File: src/rtl/vec_alu_fu.sv
// Segmented SIMD add/sub unit: lanes are grouped into 2^mode-lane segments, each an independent wide op.
// Latency: start sampled at edge N -> result registered at N+1, res_valid at N+2; result held until res_rdy.
module vec_alu_fu #(
    parameter int LANE_W    = 16,
    parameter int NUM_LANES = 4
) (
    input  logic                        clk,
    input  logic                        reset,
    input  logic                        cfg_wr_en,
    output logic                        cfg_wr_rdy,
    input  logic [NUM_LANES*LANE_W-1:0] cfg_wr_a,
    input  logic [NUM_LANES*LANE_W-1:0] cfg_wr_b,
    input  logic [1:0]                  cfg_wr_mode,
    input  logic [1:0]                  cfg_wr_op,
    output logic                        cfg_wr_ack,
    input  logic                        start,
    output logic                        res_valid,
    output logic [NUM_LANES*LANE_W-1:0] res_data,
    output logic [NUM_LANES-1:0]        res_flag,
    input  logic                        res_rdy,
    output logic                        busy,
    output logic                        err
);
    localparam int W = NUM_LANES * LANE_W;

    localparam logic [1:0] IDLE   = 2'd0;
    localparam logic [1:0] EXEC   = 2'd1;
    localparam logic [1:0] RESULT = 2'd2;

    logic [1:0]           state_q, state_d;
    logic                 loaded_q, loaded_d;
    logic [W-1:0]         a_q, a_d, b_q, b_d;
    logic [1:0]           mode_q, mode_d, op_q, op_d;
    logic                 cfg_wr_rdy_q, cfg_wr_rdy_d;
    logic                 cfg_wr_ack_q, cfg_wr_ack_d;
    logic                 res_valid_q, res_valid_d;
    logic [W-1:0]         res_data_q, res_data_d;
    logic [NUM_LANES-1:0] res_flag_q, res_flag_d;
    logic                 busy_q, busy_d;
    logic                 err_q, err_d;

    logic [W-1:0]         raw;
    logic [W-1:0]         alu_data;
    logic [NUM_LANES-1:0] alu_flag;
    logic [NUM_LANES-1:0] top_ovf;
    logic                 wr_fire;
    logic                 mode_legal;

    // Lane-serial ripple; the carry is re-seeded at each segment's lowest lane so nothing crosses segments.
    always_comb begin
        int          seg_mask;
        logic        is_sub;
        logic        carry;
        logic        ovf;
        logic [LANE_W-1:0] opb;
        logic [LANE_W:0]   sum;
        seg_mask = (1 << mode_q) - 1;
        is_sub   = op_q[0];
        carry    = 1'b0;
        ovf      = 1'b0;
        opb      = '0;
        sum      = '0;
        raw      = '0;
        top_ovf  = '0;
        alu_data = '0;
        alu_flag = '0;
        for (int i = 0; i < NUM_LANES; i++) begin
            if ((i & seg_mask) == 0) carry = is_sub;
            opb = is_sub ? ~b_q[i*LANE_W +: LANE_W] : b_q[i*LANE_W +: LANE_W];
            sum = {1'b0, a_q[i*LANE_W +: LANE_W]} + {1'b0, opb} + {{LANE_W{1'b0}}, carry};
            raw[i*LANE_W +: LANE_W] = sum[LANE_W-1:0];
            carry = sum[LANE_W];
            // Subtraction is A + ~B + 1, so a borrow shows up as a missing carry-out.
            if ((i & seg_mask) == seg_mask) top_ovf[i] = carry ^ is_sub;
        end
        for (int i = NUM_LANES - 1; i >= 0; i--) begin
            if ((i & seg_mask) == seg_mask) begin
                ovf         = top_ovf[i];
                alu_flag[i] = ovf;
            end
            alu_data[i*LANE_W +: LANE_W] = raw[i*LANE_W +: LANE_W];
            if (op_q[1] && ovf) alu_data[i*LANE_W +: LANE_W] = is_sub ? '0 : '1;
        end
    end

    assign wr_fire    = cfg_wr_en && cfg_wr_rdy_q;
    assign mode_legal = ((1 << mode_q) <= NUM_LANES);

    always_comb begin
        state_d      = state_q;
        loaded_d     = loaded_q;
        a_d          = a_q;
        b_d          = b_q;
        mode_d       = mode_q;
        op_d         = op_q;
        cfg_wr_ack_d = 1'b0;
        err_d        = 1'b0;
        res_valid_d  = res_valid_q;
        res_data_d   = res_data_q;
        res_flag_d   = res_flag_q;
        case (state_q)
            IDLE: begin
                if (wr_fire) begin
                    a_d          = cfg_wr_a;
                    b_d          = cfg_wr_b;
                    mode_d       = cfg_wr_mode;
                    op_d         = cfg_wr_op;
                    loaded_d     = 1'b1;
                    cfg_wr_ack_d = 1'b1;
                end else if (start) begin
                    if (loaded_q && mode_legal) state_d = EXEC;
                    else                        err_d   = 1'b1;
                end
            end
            EXEC: begin
                res_data_d = alu_data;
                res_flag_d = alu_flag;
                state_d    = RESULT;
            end
            RESULT: begin
                if (res_valid_q && res_rdy) begin
                    res_valid_d = 1'b0;
                    state_d     = IDLE;
                end else begin
                    res_valid_d = 1'b1;
                end
            end
            default: state_d = IDLE;
        endcase
        busy_d       = (state_d != IDLE);
        cfg_wr_rdy_d = (state_d == IDLE) && !cfg_wr_ack_d;
    end

    always_ff @(posedge clk or negedge reset) begin
        if (!reset) begin
            state_q      <= IDLE;
            loaded_q     <= 1'b0;
            a_q          <= '0;
            b_q          <= '0;
            mode_q       <= '0;
            op_q         <= '0;
            cfg_wr_rdy_q <= 1'b0;
            cfg_wr_ack_q <= 1'b0;
            res_valid_q  <= 1'b0;
            res_data_q   <= '0;
            res_flag_q   <= '0;
            busy_q       <= 1'b0;
            err_q        <= 1'b0;
        end else begin
            state_q      <= state_d;
            loaded_q     <= loaded_d;
            a_q          <= a_d;
            b_q          <= b_d;
            mode_q       <= mode_d;
            op_q         <= op_d;
            cfg_wr_rdy_q <= cfg_wr_rdy_d;
            cfg_wr_ack_q <= cfg_wr_ack_d;
            res_valid_q  <= res_valid_d;
            res_data_q   <= res_data_d;
            res_flag_q   <= res_flag_d;
            busy_q       <= busy_d;
            err_q        <= err_d;
        end
    end

    assign cfg_wr_rdy = cfg_wr_rdy_q;
    assign cfg_wr_ack = cfg_wr_ack_q;
    assign res_valid  = res_valid_q;
    assign res_data   = res_data_q;
    assign res_flag   = res_flag_q;
    assign busy       = busy_q;
    assign err        = err_q;
endmodule

File: config.mk
export PLATFORM = sky130hd
export DESIGN_NAME = vec_alu_fu
export DESIGN_NICKNAME = d
export VERILOG_FILES = /design/src/rtl/vec_alu_fu.sv
export SDC_FILE = /design/constraint.sdc
export NUM_CORES = 1
export LEC_CHECK = 0
export CAP_MARGIN = 25
export CORE_UTILIZATION = 42
export CTS_BUF_LIST = sky130_fd_sc_hd__clkbuf_2
export DETAILED_ROUTE_END_ITERATION = 12
export PLACE_DENSITY = 0.66
export SETUP_SLACK_MARGIN = 0.02
export SLEW_MARGIN = 20
export SYNTH_ARGS = -nofsm -noshare
export SYNTH_HDL_FRONTEND = slang
export SYNTH_SLANG_ARGS = --single-unit
File: constraint.sdc
create_clock -name clk -period 24.4 [get_ports clk]
set_input_delay 2.44 -clock clk [delete_from_list [all_inputs] [get_ports clk]]
set_output_delay 2.44 -clock clk [all_outputs]
set_load 0.005 [all_outputs]
## Word-level counts from Yosys, hierarchy flattened

Index checks and enable logic that the tools add are counted.

- Bits in registers: 208
- Output and inout port bits: 73
- Input port bits: 137
- Word-level logic and storage cells: 85

- $add $sub $neg: 9
- Multiplexer cells: 31
- Shift-type cells: 1
- Eq/ne operators: 2
- Order comparisons: 1
- Bitwise gates (word level): 8
- Reductions and logical operators: 20

Operator list:

| kind | number |
|---|---|
| $mux W16 | 9 |
| $logic_not A32 Y1 | 4 |
| $add A16 B16 Y17 | 4 |
| $add A17 B1 Y17 | 4 |
| $not A16 Y16 | 4 |
| $logic_not A31 Y1 | 2 |
| $le A32 B4 Y1 const B | 1 |
| $shl A1 B2 Y32 const A | 1 |
| $sub A32 B2 Y32 const B | 1 |
| $logic_not A30 Y1 | 1 |
| $mux W1 | 17 |
| $logic_and A1 B1 Y1 | 8 |
| $mux W2 | 4 |
| $pmux W2 S3 | 1 |
| $logic_not A2 Y1 | 2 |
| $xor A1 B1 Y1 | 4 |
| $eq A2 B1 Y1 const B | 1 |
| $eq A2 B2 Y1 const B | 1 |
| $reduce_and A2 Y1 | 1 |
| $reduce_bool A2 Y1 | 1 |
| $logic_not A1 Y1 | 1 |

## Depth between registers and ports, before layout

- Depth after elaboration: 17
- Gate-level depth with buffers: 39

## Worst setup path before layout

No wires, ideal clock.

- Path type: register to register
- Start point: reg op_q[0]
- End point: reg res_data_q[15], in the netlist res_data[15]
- Data arrival time: 9.054 ns
- Stages on the path, launching flop included: 40
- Slack: 15.211 ns
- Cells stage by stage: dfrtp_1 > clkbuf_1 > buf_1 > clkbuf_1 > xor2_1 > ha_1 > nor2b_1 > o31a_1 > o21a_1 > o21ai_2 > a21o_1 > a21oi_1 > o31ai_1 > fa_1 > fa_1 > nor2b_1 > o31ai_2 > a21oi_1 > [4 not listed] > nand2b_1 > a21oi_1 > o41ai_4 > o211ai_2 > o21ai_0 > fa_1 > fa_1 > nand2b_1 > a211o_1 > a211o_1 > a2111o_1 > o211ai_1 > a32oi_1 > o21ai_2 > or2_1 > buf_2 > buf_4 > o211ai_1

- Longest elaborated chain between the ends: 16
- Elaborated cells between the ends (all ways): 26

RTL lines:

| element | line | text |
|---|---|---|
| start: declaration | 33 | `logic [1:0] mode_q, mode_d, op_q, op_d;` |
| start signal: assignment | 155 | `op_q <= op_d;` |
| $mux W16 | 69 | `opb = is_sub ? ~b_q[i*LANE_W +: LANE_W] : b_q[i*LANE_W +: LANE_W];` |
| $add A16 B16 Y17 | 70 | `sum = {1'b0, a_q[i*LANE_W +: LANE_W]} + {1'b0, opb} + {{LANE_W{1'b0}}, carry};` |
| $add A17 B1 Y17 | 70 |  |
| $mux W1 | 68 | `if ((i & seg_mask) == 0) carry = is_sub;` |
| $add A17 B1 Y17 | 70 |  |
| $mux W1 | 68 |  |
| $add A17 B1 Y17 | 70 |  |
| $mux W1 | 68 |  |
| $add A17 B1 Y17 | 70 |  |
| $xor A1 B1 Y1 | 74 | `if ((i & seg_mask) == seg_mask) top_ovf[i] = carry ^ is_sub;` |
| $mux W1 (4 in a row) | 77 | `if ((i & seg_mask) == seg_mask) begin` |
| $logic_and A1 B1 Y1 | 82 | `if (op_q[1] && ovf) alu_data[i*LANE_W +: LANE_W] = is_sub ? '0 : '1;` |
| $mux W16 (*) | 82 |  |
| end signal: assignment | 159 | `res_data_q <= res_data_d;` |
| end: declaration | 37 | `logic [W-1:0] res_data_q, res_data_d;` |

Every way passes the cells marked *; elsewhere a longest branch is shown, timed or not.
A chain may end at the register's enable or synchronous reset.

## Worst setup path after layout

- Start point: reg op_q[0]
- End point: reg res_data_q[21], in the netlist res_data[21]

- Longest elaborated chain between the ends: 15
- Elaborated cells between the ends (all ways): 24

RTL lines:

| element | line |
|---|---|
| $mux W16 | 69 |
| $add A16 B16 Y17 | 70 |
| $add A17 B1 Y17 | 70 |
| $mux W1 | 68 |
| $add A17 B1 Y17 | 70 |
| $mux W1 | 68 |
| $add A17 B1 Y17 | 70 |
| $mux W1 | 68 |
| $add A17 B1 Y17 | 70 |
| $xor A1 B1 Y1 | 74 |
| $mux W1 (3 in a row) | 77 |
| $logic_and A1 B1 Y1 | 82 |
| $mux W16 (*) | 82 |

Marks and branches as above.

==> flow_summary.toml <==
[placed_design]
dp_hpwl_um = 20320
io_buffers = 209
dp.cells = 1626
gp_congestion = 0.8133

[worst_hold_path]
worstHoldStart = "res_flag[0]"
worstHoldPathType = "flop to flop"
worstHoldPathCells = 2

[worst_setup_path]
critPathMaxFanout = 35
cpPeakStageDelay_ns = 0.84
start_kind = "flop"
crit_slowest_cell = "dfrtp_4"
crit_start = "op_q[0]"
regToRegStartpoint = "op_q[0]"
cpMostUsedCell = "fa_1"
cp.required_ns = 25.06
path_class = "flop to flop"
crit_path_end_kind = "flop"
arrival_ns = 10.72
ff2ff_path_depth = 36

[timing]
finalHoldViolCount = 0
relSlewSlack_pct = 32.29
min_period_ns = 10.06
rsz0062_at_grt = "no"
final.setup.tns_ns = 0
clock.fmax_mhz = 99.44
final-max-slew-violation-count = 0
setup_viol = 0
clock-skew-final_ns = 0.07984
worst_pin_slew_ns = 1.016
fin_crit_sh_pct = 41.21

[grt]
antenna_found_initial = 1
overflow = 0
grt_max_degree = 94
grtUsageTotal_pct = 20.26
grt_pass1_wl_um = 46750
grt_pass1_vias = 9225

[outcome]
status = "completed"

[detailed_routing]
drc = 0
via_count = 8981
drtIter0Drc = 398
finalWirelength_um = 28250
postRouteAntennaNets = 0
post_drt_wl_per_cell_um = 16.39
routed_via_density = 5.212
drt-pass1-iter-count = 4

[synth]
syn-cell-area_um2 = 11680
ys_ff_latch = 208
yosys-top-cells-area = "dfrtp_1 (45%), mux2_2 (12%), ha_1 (6.5%)"
synthMostInstantiatedCell = "dfrtp_1"
synth_top_flop_cell = "dfrtp_1"
synth.largest_area_cell = "dfrtp_1"
synth_common_cells = "dfrtp_1 (208), mux2_2 (125), nand2_1 (114)"
ys_types = 68
async_reset_ff_share_pct = 100.0
avgSynthCellArea_um2 = 10.74
yosysTopAreaCellShare_pct = 44.57
synth_cells = 1087
syn_nets = 1292
yosysSeqAreaShare_pct = 44.57
yosys_warnings = 0
synth_edf_count = 0

[cts]
clockRootBuffer = "clkbuf_2"
cts_made_buffers = 58
holdBufCountCts = 0
ctsResizeCount = 0
cts_num_sinks = 208
path_clk_slew_ns = 0.11
cts_tree = "done"
clk_latency_ns = 0.85
h-tree-depth = 2
cts.path.max_buffers = 3
post_cts_buffers = 0

[finish]
layout-area-overhead-vs-synth_pct = 24.94
nets = 1519
finalNonFillerCells = 1723
drive_gt1_share_pct = 18.81

[run]
cap_violations = 0

[floorplan]
dieWidth_um = 168.7
die_area_um2 = 28470
start_util_pct = 43.09
die_h_um = 168.7
fp-row-count = 60
core_um2 = 27100
ios = 210
metal layers:
layer	vias to the layer above	part of all wire (%)	GRT usage (%)
met3	58	5.2	4.255
li1	4372	-	-
met2	201	47	33.42
met4	0	2.1	6.680
met5	-	0	0
met1	4350	45	26.51
state kept, by name (all words and copies together) (netlist names):
signal      count
a_q            64
b_q            64
busy            1
cfg_wr_ack      1
cfg_wr_rdy      1
err             1
loaded_q        1
mode_q          2
op_q            2
res_data       64
res_flag        4
res_valid       1
state_q         2
area by class of cell:
class                      instances  area [µm²]
antenna                            1       2.502
clock buffer                      89       445.4
clock inverter                     7       28.78
fill                            2510       12510
inverter                          27       101.3
multi-input combinational        804        6196
sequential                       208        5209
tap                              372       465.4
timing repair buffer             215        2142
kinds of logic (layout without fill, tap and decap cells):
group | Yosys count | in the layout | share of synthesized area [%]
simple gates | 257 | 257 | 10.13
flops | 208 | 208 | 44.57
mux | 127 | 127 | 12.23
fa+ha+maj | 68 | 68 | 7.736
buf+inv | 75 | 338 | 2.700
other cells | 0 | 1 | 0
compound gates | 246 | 246 | 14.69
xor+xnor | 106 | 106 | 7.950
through the flow:
stage	hold WS, ns	cell area, µm²	util, %	setup slack [ns]
after floorplan	0.4309	11680	-	15.21
after global placement	0.4630	14100	52.03	14.67
after detailed placement	0.4563	14100	52.03	14.33
after CTS	0.4830	14580	53.78	14.28
after global routing	0.5240	14590	53.84	13.67
final	0.4915	14590	53.84	14.34
worst max-delay path: cells and delay by family, from the launching register on:
| kind | cells | cell delay (ns) |
|---|---|---|
| buf+inv | 3 | 0.57 |
| xor+xnor | 1 | 0.26 |
| flops | 1 | 0.84 |
| compound gates | 19 | 4.09 |
| fa+ha+maj | 7 | 2.86 |
| mux | 1 | 0.31 |
| simple gates | 5 | 0.92 |
path summary, 6_finish.rpt:
kind	end	slack [ns]
setup / recovery	res_data[21]	14.34
hold / removal	res_flag[0]	0.49
setup reg to reg	res_data[21]	14.34
hold reg to reg	res_flag[0]	0.49
max in group asynchronous	op_q[0]	21.43
min in group asynchronous	res_data[12]	1.59
cells in the final DEF (no fill, tap or decap), types with 12 or more instances in the layout:
master,netlist,layout
inv_1,26,26
a21oi_1,61,61
xnor2_1,29,29
o21a_1,12,12
o21ai_0,52,52
ha_1,61,61
o211ai_1,18,18
nand2_1,114,114
a31oi_1,19,19
xor2_1,77,77
nor2_1,50,50
nand3_1,16,16
clkbuf_2,0,89
mux2_2,125,125
a21o_1,15,15
dfrtp_1,208,207
clkdlybuf4s50_1,0,208
nand2b_1,17,16
nor3_1,14,13
Power is left out: the tool's default activity adds up to more than one toggle a clock period on the data nets, which glitch-free logic cannot reach.
